===== src/rtl/asiclab_pkg.sv =====
// Shared encodings for the add/accumulate block.
// Holds the operation modes, FSM states and fixed output constants.
package asiclab_pkg;

    localparam int OPW_MAX   = 4;
    localparam int ACC_W_MAX = 8;

    localparam logic [7:0] UIO_OE_VAL = 8'hF0;

    typedef enum logic [1:0] {
        MODE_ADD = 2'b00,
        MODE_SUB = 2'b01,
        MODE_ACC = 2'b10,
        MODE_SAT = 2'b11
    } mode_e;

    typedef enum logic [1:0] {
        ST_IDLE = 2'b00,
        ST_EXEC = 2'b01,
        ST_DONE = 2'b10
    } state_e;

endpackage


===== src/rtl/asiclab_sync2.sv =====
// Two-flop synchronizer for a single asynchronous control bit.
// Ports: clk, rst_n (async active-low), d_i (async in), q_o (synced out).
module asiclab_sync2 (
    input  logic clk,
    input  logic rst_n,
    input  logic d_i,
    output logic q_o
);

    logic meta_q;
    logic sync_q;

    always_ff @(posedge clk or negedge rst_n) begin
        if (!rst_n) begin
            meta_q <= 1'b0;
            sync_q <= 1'b0;
        end else begin
            meta_q <= d_i;
            sync_q <= meta_q;
        end
    end

    assign q_o = sync_q;

endmodule


===== src/rtl/tt_um_asiclab_addacc.sv =====
// Handshaked add/sub/accumulate/saturate unit with sticky status flags.
// Ports: ui_in operands, uio_in controls, uo_out result, uio_out status.
module tt_um_asiclab_addacc
    import asiclab_pkg::*;
#(
    parameter int WIDTH = 4,
    parameter int ACC_W = 8
) (
    input  logic [7:0] ui_in,
    output logic [7:0] uo_out,
    input  logic [7:0] uio_in,
    output logic [7:0] uio_out,
    output logic [7:0] uio_oe,
    input  logic       ena,
    input  logic       clk,
    input  logic       rst_n
);

    if (WIDTH < 1 || WIDTH > OPW_MAX) begin : g_bad_width
        $error("WIDTH must be in 1..4");
    end
    if (ACC_W < WIDTH + 1 || ACC_W > ACC_W_MAX) begin : g_bad_acc_w
        $error("ACC_W must be in WIDTH+1..8");
    end

    // One spare bit so carries and borrows are visible.
    localparam int SW = ACC_W + 1;

    logic req_s;
    logic ack_s;
    logic clr_s;

    asiclab_sync2 u_sync_req (
        .clk   (clk),
        .rst_n (rst_n),
        .d_i   (uio_in[0]),
        .q_o   (req_s)
    );

    asiclab_sync2 u_sync_ack (
        .clk   (clk),
        .rst_n (rst_n),
        .d_i   (uio_in[3]),
        .q_o   (ack_s)
    );

    asiclab_sync2 u_sync_clr (
        .clk   (clk),
        .rst_n (rst_n),
        .d_i   (uio_in[4]),
        .q_o   (clr_s)
    );

    state_e             state_q, state_d;
    mode_e              mode_q, mode_d;
    logic [WIDTH-1:0]   a_q, a_d;
    logic [WIDTH-1:0]   b_q, b_d;
    logic [ACC_W-1:0]   acc_q, acc_d;
    logic [ACC_W-1:0]   res_q, res_d;
    logic               ovf_q, ovf_d;
    logic               drop_q, drop_d;
    logic               req_dly_q;

    logic               req_rise;
    logic [SW-1:0]      sum_ab;
    logic [SW-1:0]      acc_sum;
    logic [SW-1:0]      diff;

    assign req_rise = req_s & ~req_dly_q;

    assign sum_ab  = SW'(a_q) + SW'(b_q);
    assign acc_sum = SW'(acc_q) + sum_ab;
    assign diff    = SW'(a_q) - SW'(b_q);

    always_comb begin
        state_d = state_q;
        mode_d  = mode_q;
        a_d     = a_q;
        b_d     = b_q;
        acc_d   = acc_q;
        res_d   = res_q;
        ovf_d   = ovf_q;
        drop_d  = drop_q;

        // Clear beats everything, including a coincident request.
        if (clr_s) begin
            state_d = ST_IDLE;
            acc_d   = '0;
            res_d   = '0;
            ovf_d   = 1'b0;
            drop_d  = 1'b0;
        end else begin
            unique case (state_q)
                ST_IDLE: begin
                    if (req_rise) begin
                        a_d     = ui_in[4 +: WIDTH];
                        b_d     = ui_in[0 +: WIDTH];
                        mode_d  = mode_e'(uio_in[2:1]);
                        state_d = ST_EXEC;
                    end
                end
                ST_EXEC: begin
                    unique case (mode_q)
                        MODE_ADD: begin
                            res_d = sum_ab[ACC_W-1:0];
                        end
                        MODE_SUB: begin
                            res_d = diff[ACC_W-1:0];
                            if (a_q < b_q) ovf_d = 1'b1;
                        end
                        MODE_ACC: begin
                            acc_d = acc_sum[ACC_W-1:0];
                            res_d = acc_sum[ACC_W-1:0];
                            if (acc_sum[ACC_W]) ovf_d = 1'b1;
                        end
                        MODE_SAT: begin
                            if (acc_sum[ACC_W]) begin
                                acc_d = '1;
                                res_d = '1;
                                ovf_d = 1'b1;
                            end else begin
                                acc_d = acc_sum[ACC_W-1:0];
                                res_d = acc_sum[ACC_W-1:0];
                            end
                        end
                        default: ;
                    endcase
                    if (req_rise) drop_d = 1'b1;
                    state_d = ST_DONE;
                end
                ST_DONE: begin
                    if (req_rise) drop_d = 1'b1;
                    if (ack_s) state_d = ST_IDLE;
                end
                default: state_d = ST_IDLE;
            endcase
        end
    end

    always_ff @(posedge clk or negedge rst_n) begin
        if (!rst_n) begin
            state_q   <= ST_IDLE;
            mode_q    <= MODE_ADD;
            a_q       <= '0;
            b_q       <= '0;
            acc_q     <= '0;
            res_q     <= '0;
            ovf_q     <= 1'b0;
            drop_q    <= 1'b0;
            req_dly_q <= 1'b0;
        end else begin
            state_q   <= state_d;
            mode_q    <= mode_d;
            a_q       <= a_d;
            b_q       <= b_d;
            acc_q     <= acc_d;
            res_q     <= res_d;
            ovf_q     <= ovf_d;
            drop_q    <= drop_d;
            req_dly_q <= req_s;
        end
    end

    assign uo_out  = 8'(res_q);
    assign uio_out = {drop_q, ovf_q,
                      (state_q == ST_DONE),
                      (state_q == ST_IDLE),
                      4'b0000};
    assign uio_oe  = UIO_OE_VAL;

    logic unused_ok;
    assign unused_ok = &{1'b0, ena, ui_in, uio_in};

endmodule


===== config.mk =====
export PLATFORM = sky130hd
export DESIGN_NAME = tt_um_asiclab_addacc
export DESIGN_NICKNAME = d
export VERILOG_FILES = /design/src/rtl/asiclab_pkg.sv /design/src/rtl/asiclab_sync2.sv /design/src/rtl/tt_um_asiclab_addacc.sv
export SDC_FILE = /design/constraint.sdc
export NUM_CORES = 1
export LEC_CHECK = 0
export CORE_UTILIZATION = 55
export CTS_BUF_LIST = sky130_fd_sc_hd__clkbuf_8 sky130_fd_sc_hd__clkbuf_16
export DETAILED_ROUTE_END_ITERATION = 8
export PLACE_DENSITY = 0.84
export SLEW_MARGIN = 0
export SYNTH_ARGS = -nofsm -noshare
export SYNTH_HDL_FRONTEND = slang
export SYNTH_SLANG_ARGS = --single-unit

===== constraint.sdc =====
create_clock -name clk -period 4.3 [get_ports clk]
set_input_delay 0.645 -clock clk [delete_from_list [all_inputs] [get_ports clk]]
set_output_delay 0.645 -clock clk [all_outputs]
set_load 0.02 [all_outputs]

==> results of run 1 <==
==> cell type report <==
| class | count | area (um^2) |
|---|---|---|
| well taps | 50 | 62.6 |
| repair buffers | 26 | 255 |
| multi-input cells | 172 | 1190 |
| clock inverters | 3 | 65.1 |
| clock buffers | 5 | 68.8 |
| inverters | 14 | 52.6 |
| fillers | 336 | 1380 |
| flip-flops and latches | 37 | 926 |
==> state kept, by name (all words and copies together), names as in the netlist <==
name,flops
u_sync_clr.meta_q,1
uo_out,8
a_q,4
state_q,2
req_dly_q,1
u_sync_ack.meta_q,1
u_sync_clr.q_o,1
b_q,4
u_sync_ack.q_o,1
mode_q,2
acc_q,8
ovf_q,1
u_sync_req.q_o,1
u_sync_req.meta_q,1
drop_q,1
==> per-layer routing <==
metal | track usage | share of wire
met1 | 0.303 | 0.43
met2 | 0.372 | 0.50
met3 | 0.0445 | 0.056
met4 | 0.0957 | 0.019
met5 | 0 | 0
==> layout by cell type (no fill, tap or decap), types with 2 or more instances in the layout <==
master,n
a211oi_1,3
dfrtp_1,37
o22ai_1,2
xor2_1,3
a21oi_1,10
nor3_1,14
nor2b_1,4
a22oi_1,2
clkbuf_8,5
o21ai_0,13
o21a_1,3
nor2_1,16
o21bai_1,2
ha_1,17
a31oi_1,4
inv_1,14
nand2_1,23
conb_1,12
xnor2_1,4
fa_1,3
nand2b_1,2
clkdlybuf4s50_1,25
or2_2,2
mux2_2,7
mux2i_1,2
bufinv_16,2
==> per-stage QoR <==
step	util	setup slack (ns)	hold slack [ns]	cell area (um^2)
after floorplan	-	1.56	0.331	2340
after global placement	0.622	1.37	0.332	2490
after detailed placement	0.622	1.28	0.335	2490
after CTS	0.655	1.24	0.352	2620
after global routing	0.655	1.10	0.357	2620
final	0.655	1.21	0.346	2620
==> final timing paths <==
| path | startpoint | end | depth (start not counted) |
|---|---|---|---|
| max in group asynchronous | rst_n | mode_q[0] | 1 |
| min reg2reg | u_sync_ack.meta_q | u_sync_ack.q_o | 0 |
| max | b_q[1] | acc_q[5] | 12 |
| min | u_sync_ack.meta_q | u_sync_ack.q_o | 0 |
| max reg2reg | b_q[1] | acc_q[5] | 12 |
| min in group asynchronous | rst_n | uo_out[6] | 1 |
==> kinds of logic after synthesis <==
| logic type | Yosys count | synth area share |
|---|---|---|
| AOI/OAI and AO/OA | 50 | 0.142 |
| xor gates and xnor gates | 7 | 0.0267 |
| adders and majority gates | 20 | 0.119 |
| buffers and inverters | 37 | 0.0958 |
| DFF | 37 | 0.403 |
| muxes | 9 | 0.0430 |
| other | 2 | 0.00327 |
| and+or+nand+nor | 74 | 0.168 |
==> report_power, final <==
group,internal (mW),switching [mW],leakage [nW]
Sequential,0.386,0.0445,0.478
Combinational,0.183,0.245,0.598
Clock,0.230,0.124,0.0681
==> impl_metrics.tcl, run 1 <==
set metrics [dict create \
    cts_max_level 2 \
    avgSynthCellArea_um2 9.74 \
    arrival_ns 3.22 \
    grt_usage 0.231 \
    synthTopCellsByArea "dfrtp_1, ha_1, buf_4, nand2_1, mux2_2" \
    critPathMaxFanout 3 \
    clk_latency_ns 0.29 \
    start_util 0.575 \
    ys_seq_area_frac 0.403 \
    area_growth_pct 14.0 \
    tns_ns 0 \
    max_stage_delay_ns 0.44 \
    cts_setup_buffers 0 \
    grt_pass1_wl_um 7620 \
    gp_congestion 0.872 \
    path_common_cell "o21a_1" \
    cts_buffers 5 \
    synth_top_area_share 0.403 \
    regToRegSetupSlack_ns 1.21 \
    numPortBuffers 26 \
    wl_per_cell_um 14.2 \
    rows 23 \
    cellLeakagePower_nw 1.14 \
    synth_edf_count 0 \
    via_per_inst 5.61 \
    async_reset_ff_frac 1.00 \
    cts_resized 0 \
    drc_errors 0 \
    crit_slowest_cell "a2111oi_0" \
    grt_pass1_vias 1640 \
    period_share 0.719 \
    fin_nets 295 \
    relSlewSlack 0.410 \
    cp.required_ns 4.43 \
    ys.flop_type "dfrtp_1" \
    power_mw 1.21 \
    ctsHoldBuffers 0 \
    rsz0062_at_grt "no" \
    antenna_found_initial 0 \
    ys_ff_latch 37 \
    crit_path_start_kind "flop" \
    grt_overflow 0 \
    final_cells 307 \
    grt_max_degree 38 \
    drive_above_1_share 0.101 \
    slew_viol_final 0 \
    cts_sinks 37 \
    n_antenna_cell 0 \
    wl_um 4360 \
    finalHoldViolCount 0 \
    drt_pass1_iterations 4 \
    syn_inst 236 \
    clk_pin_slew_worst_paths_ns 0.08 \
    die_h_um 66.6 \
    cp-end-kind "flop" \
    ant_nets 0 \
    crit_chain "inv_1 > ha_1 > nor2b_1 > o21a_1 > o21a_1 > or2_2 > ha_1 > inv_1 > nor3_1 > o21a_1 > nor3_1 > a2111oi_0" \
    yosysMostFrequentCell "dfrtp_1" \
    power_density_nw_per_um2 463 \
    hp-class "reg2reg" \
    place_hpwl_um 3230 \
    io_pins 43 \
    status "complete, no violations" \
    crit_type "reg2reg" \
    syn_area_um2 2300 \
    ys_top_cells_by_count "dfrtp_1, nand2_1, ha_1, nor2_1" \
    crit_buf_inv 2 \
    period_minus_slack_ns 3.09 \
    cts-root-buf "clkbuf_8" \
    max_cap_viol_count 0 \
    clk_path_buf_depth 2 \
    num_vias 1721 \
    peakVddDrop_v 0.000254 \
    clock-skew-final_ns 0.00533 \
    worstMarginPinSlew_ns 0.881 \
    clock.fmax_ghz 0.324 \
    dpl.cell_count 299 \
    die_x_um 66.6 \
    tritoncts "yes" \
    drt_iter0_drc 139 \
    core_um2 4000 \
    die_area_um2 4440 \
    synth.distinct_cells 52 \
    yosysWarnings 0 \
    setup_viol 0 \
    cp_top_family "compound AO/OA/AOI/OAI gates" \
    yosys.area.top_type "dfrtp_1" \
]
Note: power is estimated with default switching activity, not from simulation.
==> run 2: changes to the inputs <==
Settings changed: CORE_UTILIZATION 55 to 47, PLACE_DENSITY 0.84 to 0.76.
Clock period 4.3 ns to 2.5 ns, I/O delays scaled along.
==> run 2 against run 1 <==
  * The run now ends with negative setup slack left
  * Flip-flop and latch count unchanged
  * Combinational power rose to 2.5 times the previous value
  * Largest power group is now combinational cells
  * Die area up 16%
  * Design area up 15%
  * Setup slack worse by 1.5 ns
==> impl_metrics.tcl, run 2 (synthesized netlist as in run 1, its figures left out) <==
set metrics [dict create \
    rsz0062_at_grt "yes" \
    grt_usage 0.218 \
    clk_path_buf_depth 2 \
    setup_viol 17 \
    violations "negative setup slack" \
    cellLeakagePower_nw 1.29 \
    pre_cts_ws_ns -0.193 \
    core_um2 4720 \
    hp-class "in2async" \
    power_density_nw_per_um2 783 \
    start_util 0.487 \
    numPortBuffers 26 \
    r2r_cells 11 \
    worstMarginPinSlew_ns 0.809 \
    fin_nets 326 \
    crit_path_start_kind "flop" \
    arrival_ns 2.90 \
    drc_errors 0 \
    wl_per_cell_um 14.8 \
    drt_pass1_iterations 4 \
    path_common_cell "buf_4" \
    cp-end-kind "flop" \
    grt_pass1_wl_um 8660 \
    tritoncts "yes" \
    clk_pin_slew_worst_paths_ns 0.08 \
    area_growth_pct 31.6 \
    die_x_um 71.9 \
    gp_congestion 0.910 \
    slew_viol_final 0 \
    rows 25 \
    cp.required_ns 2.66 \
    tns_ns -2.77 \
    r2r-start "b_q[1]" \
    die_area_um2 5170 \
    max_cap_viol_count 0 \
    regToRegSetupSlack_ns -0.25 \
    finalHoldViolCount 0 \
    layout_common_cells "dfrtp_1, buf_4, clkdlybuf4s50_1" \
    wl_um 5240 \
    r2r_end "acc_q[7]" \
    die_h_um 71.9 \
    period_share 1.10 \
    grt_overflow 0 \
    peakVddDrop_v 0.000486 \
    mostFrequentLayoutCell "dfrtp_1" \
    antenna_found_initial 0 \
    crit_type "reg2reg" \
    via_per_inst 5.23 \
    fillers 368 \
    final_core_util 0.641 \
    dpl_cell_area_um2 2750 \
    ant_nets 0 \
    crit_chain "buf_4 > buf_4 > fa_2 > a21oi_2 > o21bai_1 > ha_4 > nand3_4 > o32a_1 > nand2b_4 > nor4b_4 > nor3_2" \
    max_stage_delay_ns 0.42 \
    power_mw 2.37 \
    cts_max_level 2 \
    clock.fmax_ghz 0.364 \
    cts-root-buf "clkbuf_8" \
    clk_latency_ns 0.29 \
    num_vias 1855 \
    period_minus_slack_ns 2.75 \
    layout_setup_ws_ns -0.246 \
    relSlewSlack 0.461 \
    cts_sinks 37 \
    drt_iter0_drc 176 \
    place_hpwl_um 3610 \
    grt_pass1_vias 1794 \
    critPathMaxFanout 4 \
    clock-skew-final_ns 0.00982 \
    cts_buffers 5 \
    ctsHoldBuffers 0 \
    drive_above_1_share 0.264 \
    n_antenna_cell 0 \
    crit_slowest_cell "dfrtp_1" \
    grt_max_degree 38 \
    io_pins 43 \
    postLayoutCellArea_um2 3030 \
    status "finished with violations" \
]
## run 2: changes by cell type in the layout (fill, tap and decap cells not counted), moves of 2 or more
cell	before	now
a21oi_1	10	7
a21oi_4	0	2
buf_4	0	28
fa_1	3	1
fa_2	0	2
ha_1	17	11
ha_4	0	5
nor2_1	16	14
nor2_2	0	2
## run 2: worst max path at each step
stage | end | from | slack, ns | cells past startpoint
6_report | acc_q[7] | b_q[1] | -0.25 | 11
3_5_place_dp | uo_out[4] | a_q[1] | -0.19 | 11
2_1_floorplan | acc_q[7] | a_q[1] | -0.07 | 11
5_1_grt | acc_q[7] | a_q[1] | -0.34 | 11
4_1_cts | acc_q[7] | b_q[1] | -0.21 | 12
3_3_place_gp | acc_q[7] | a_q[1] | -0.17 | 11
## run 2: worst max-delay path, delay by kind of cell (launching register included)
kind / cells / cell delay (ns)
simple gates: 4 / 0.60
flops: 1 / 0.42
compound gates: 3 / 0.58
buf+inv: 2 / 0.27
fa+ha+maj: 2 / 0.73
## run 2: area by class of cell
type                            count  area (um^2)  share of cell area
Clock buffer                        5         68.8              0.0227
Clock inverter                      3         46.3              0.0153
Inverter                           14         52.6              0.0174
Multi-Input combinational cell    173         1350               0.446
Sequential cell                    37          927               0.306
Tap cell                           67         83.8              0.0277
Timing Repair Buffer               56          497               0.164
## run 2: what timing repair did
item / CTS / global route
setup endpoints to repair: 15 / 17
pin swaps: 10 / 8
cloned: 1 / 0
gates resized for setup: 14 / 4
setup buffers: 2 / 4
## run 2: per-stage QoR
stage	hold WS (ns)	cells
5_1_grt	0.226	355
6_report	0.156	355
3_5_place_dp	0.338	340
3_3_place_gp	0.333	340
2_1_floorplan	0.0794	246
4_1_cts	0.204	351
## run 2: routing by layer
layer,track usage,wire length (um),vias to the layer above
met4,0.0501,42,0
met5,0,0,-
met1,0.289,2240,906
li1,-,-,896
met3,0.0417,228,5
met2,0.372,2730,48
## run 2: report_power, final
part           leakage (nW)  internal, mW  switching, mW
logic                 0.764         0.553          0.542
clock network        0.0543         0.299          0.230
registers             0.477         0.664         0.0813
==> run 3: changes to the inputs <==
Settings changed: CORE_UTILIZATION 47 to 52, PLACE_DENSITY 0.76 to 0.8.
Clock period 2.5 ns to 3 ns, I/O delays scaled along.
==> run 3 against run 2 <==
  * The flow now finishes without violations
  * First-iteration DRC count decreased by 55%
  * Critical endpoint is now uo_out[1]
  * Critical path type unchanged
  * Clock power down 2%
  * Combinational power down 38%
  * Highest routed layer unchanged
  * Flip-flop and latch count unchanged
  * Largest cell class unchanged
==> impl_metrics.tcl, run 3 (synthesized netlist as in run 1, its figures left out) <==
set metrics [dict create \
    status "complete, no violations" \
    max_cap_viol_count 0 \
    cts_sinks 37 \
    die_x_um 68.5 \
    place_hpwl_um 3310 \
    mostFrequentLayoutCell "dfrtp_1" \
    wl_per_cell_um 15.0 \
    clk_pin_slew_worst_paths_ns 0.08 \
    via_per_inst 5.65 \
    num_vias 1779 \
    rows 23 \
    layout_common_cells "dfrtp_1, clkdlybuf4s50_1, nand2_1" \
    start_util 0.559 \
    peakVddDrop_v 0.000310 \
    clk_latency_ns 0.30 \
    rsz0062_at_grt "no" \
    die_area_um2 4690 \
    cts_max_level 2 \
    postLayoutCellArea_um2 2730 \
    cp.required_ns 3.17 \
    gp_congestion 0.858 \
    hp-class "in2async" \
    ant_nets 0 \
    antenna_found_initial 0 \
    clk_path_buf_depth 2 \
    cts_buffers 5 \
    cp-end-kind "flop" \
    crit_path_start_kind "flop" \
    drive_above_1_share 0.151 \
    crit_path_start "a_q[1]" \
    r2r-start "a_q[1]" \
    final_cells 315 \
    period_minus_slack_ns 2.87 \
    core_um2 4120 \
    power_mw 1.82 \
    power_density_nw_per_um2 664 \
    arrival_ns 3.04 \
    area_growth_pct 18.9 \
    grt_usage 0.236 \
    clock-skew-final_ns 0.0100 \
    grt_pass1_wl_um 7850 \
    crit_type "reg2reg" \
    die_h_um 68.5 \
    tns_ns 0 \
    grt_max_degree 38 \
    worstMarginPinSlew_ns 0.817 \
    period_share 0.958 \
    drt_pass1_iterations 5 \
    drc_errors 0 \
    drt_iter0_drc 80 \
    n_antenna_cell 0 \
    clock.fmax_ghz 0.348 \
    tritoncts "yes" \
    final_core_util 0.664 \
    relSlewSlack 0.455 \
    fin_nets 303 \
    dpl.cell_count 301 \
    dpl_cell_area_um2 2500 \
    io_pins 43 \
    wl_um 4730 \
    critPathMaxFanout 6 \
    slew_viol_final 0 \
    cellLeakagePower_nw 1.19 \
    regToRegSetupSlack_ns 0.13 \
    cts-root-buf "clkbuf_8" \
    setup_viol 0 \
    r2r_end "uo_out[1]" \
    grt_pass1_vias 1725 \
    numPortBuffers 26 \
    finalHoldViolCount 0 \
    grt_overflow 0 \
    r2r_cells 12 \
]
run 3: worst max-delay path, stage by stage (launching register included):
cell and delay (ns):
dfrtp_2 0.44, ha_1 0.30, nor2b_1 0.05, o21a_1 0.18
o21a_1 0.18, or2_2 0.31, ha_1 0.25, a21oi_4 0.22
o22ai_4 0.13, and3_4 0.22, buf_4 0.14, nor3_1 0.21
o21ai_0 0.12
run 3: how the worst max path moves through the flow:
stage | slack [ns] | to
CTS | 0.0005 | uo_out[4]
floorplan | 0.26 | acc_q[7]
finish | 0.13 | uo_out[1]
global route | 0.006 | uo_out[6]
global placement | 0.06 | acc_q[7]
detailed placement | 0.03 | acc_q[7]
run 3: where the power goes:
| part | total [mW] | switching (mW) | internal, mW | leakage [nW] |
|---|---|---|---|---|
| sequential | 0.615 | 0.0617 | 0.554 | 0.477 |
| clock | 0.520 | 0.190 | 0.330 | 0.0681 |
| combinational | 0.681 | 0.387 | 0.294 | 0.641 |
| total | 1.82 | 0.638 | 1.18 | 1.19 |
run 3: layout make-up:
class	instances	area, um^2
Fill cell	343	1380
Tap cell	50	62.6
Multi-Input combinational cell	173	1250
Clock buffer	5	68.8
Clock inverter	3	65.1
Inverter	14	52.6
Timing Repair Buffer	33	308
Sequential cell	37	927
run 3: routing by layer:
layer	global-route usage	share of wire	vias up
met5	0	0	-
met2	0.379	0.48	66
met4	0.128	0.030	0
met1	0.291	0.44	850
met3	0.0533	0.050	14
li1	-	-	849
run 3: stage by stage:
step	hold slack, ns	setup WS [ns]
finish	0.240	0.125
global route	0.322	0.00641
CTS	0.283	0.000468
detailed placement	0.335	0.0281
global placement	0.332	0.0613
floorplan	0.154	0.259
run 3: repair_timing:
action                                  in CTS  in global routing
setup buffers                                0                  5
hold buffers                                 0                  0
cloned                                       0                  1
gates resized for setup                      2                  8
endpoints found under the setup margin       2                 11
pin swaps                                    1                  3
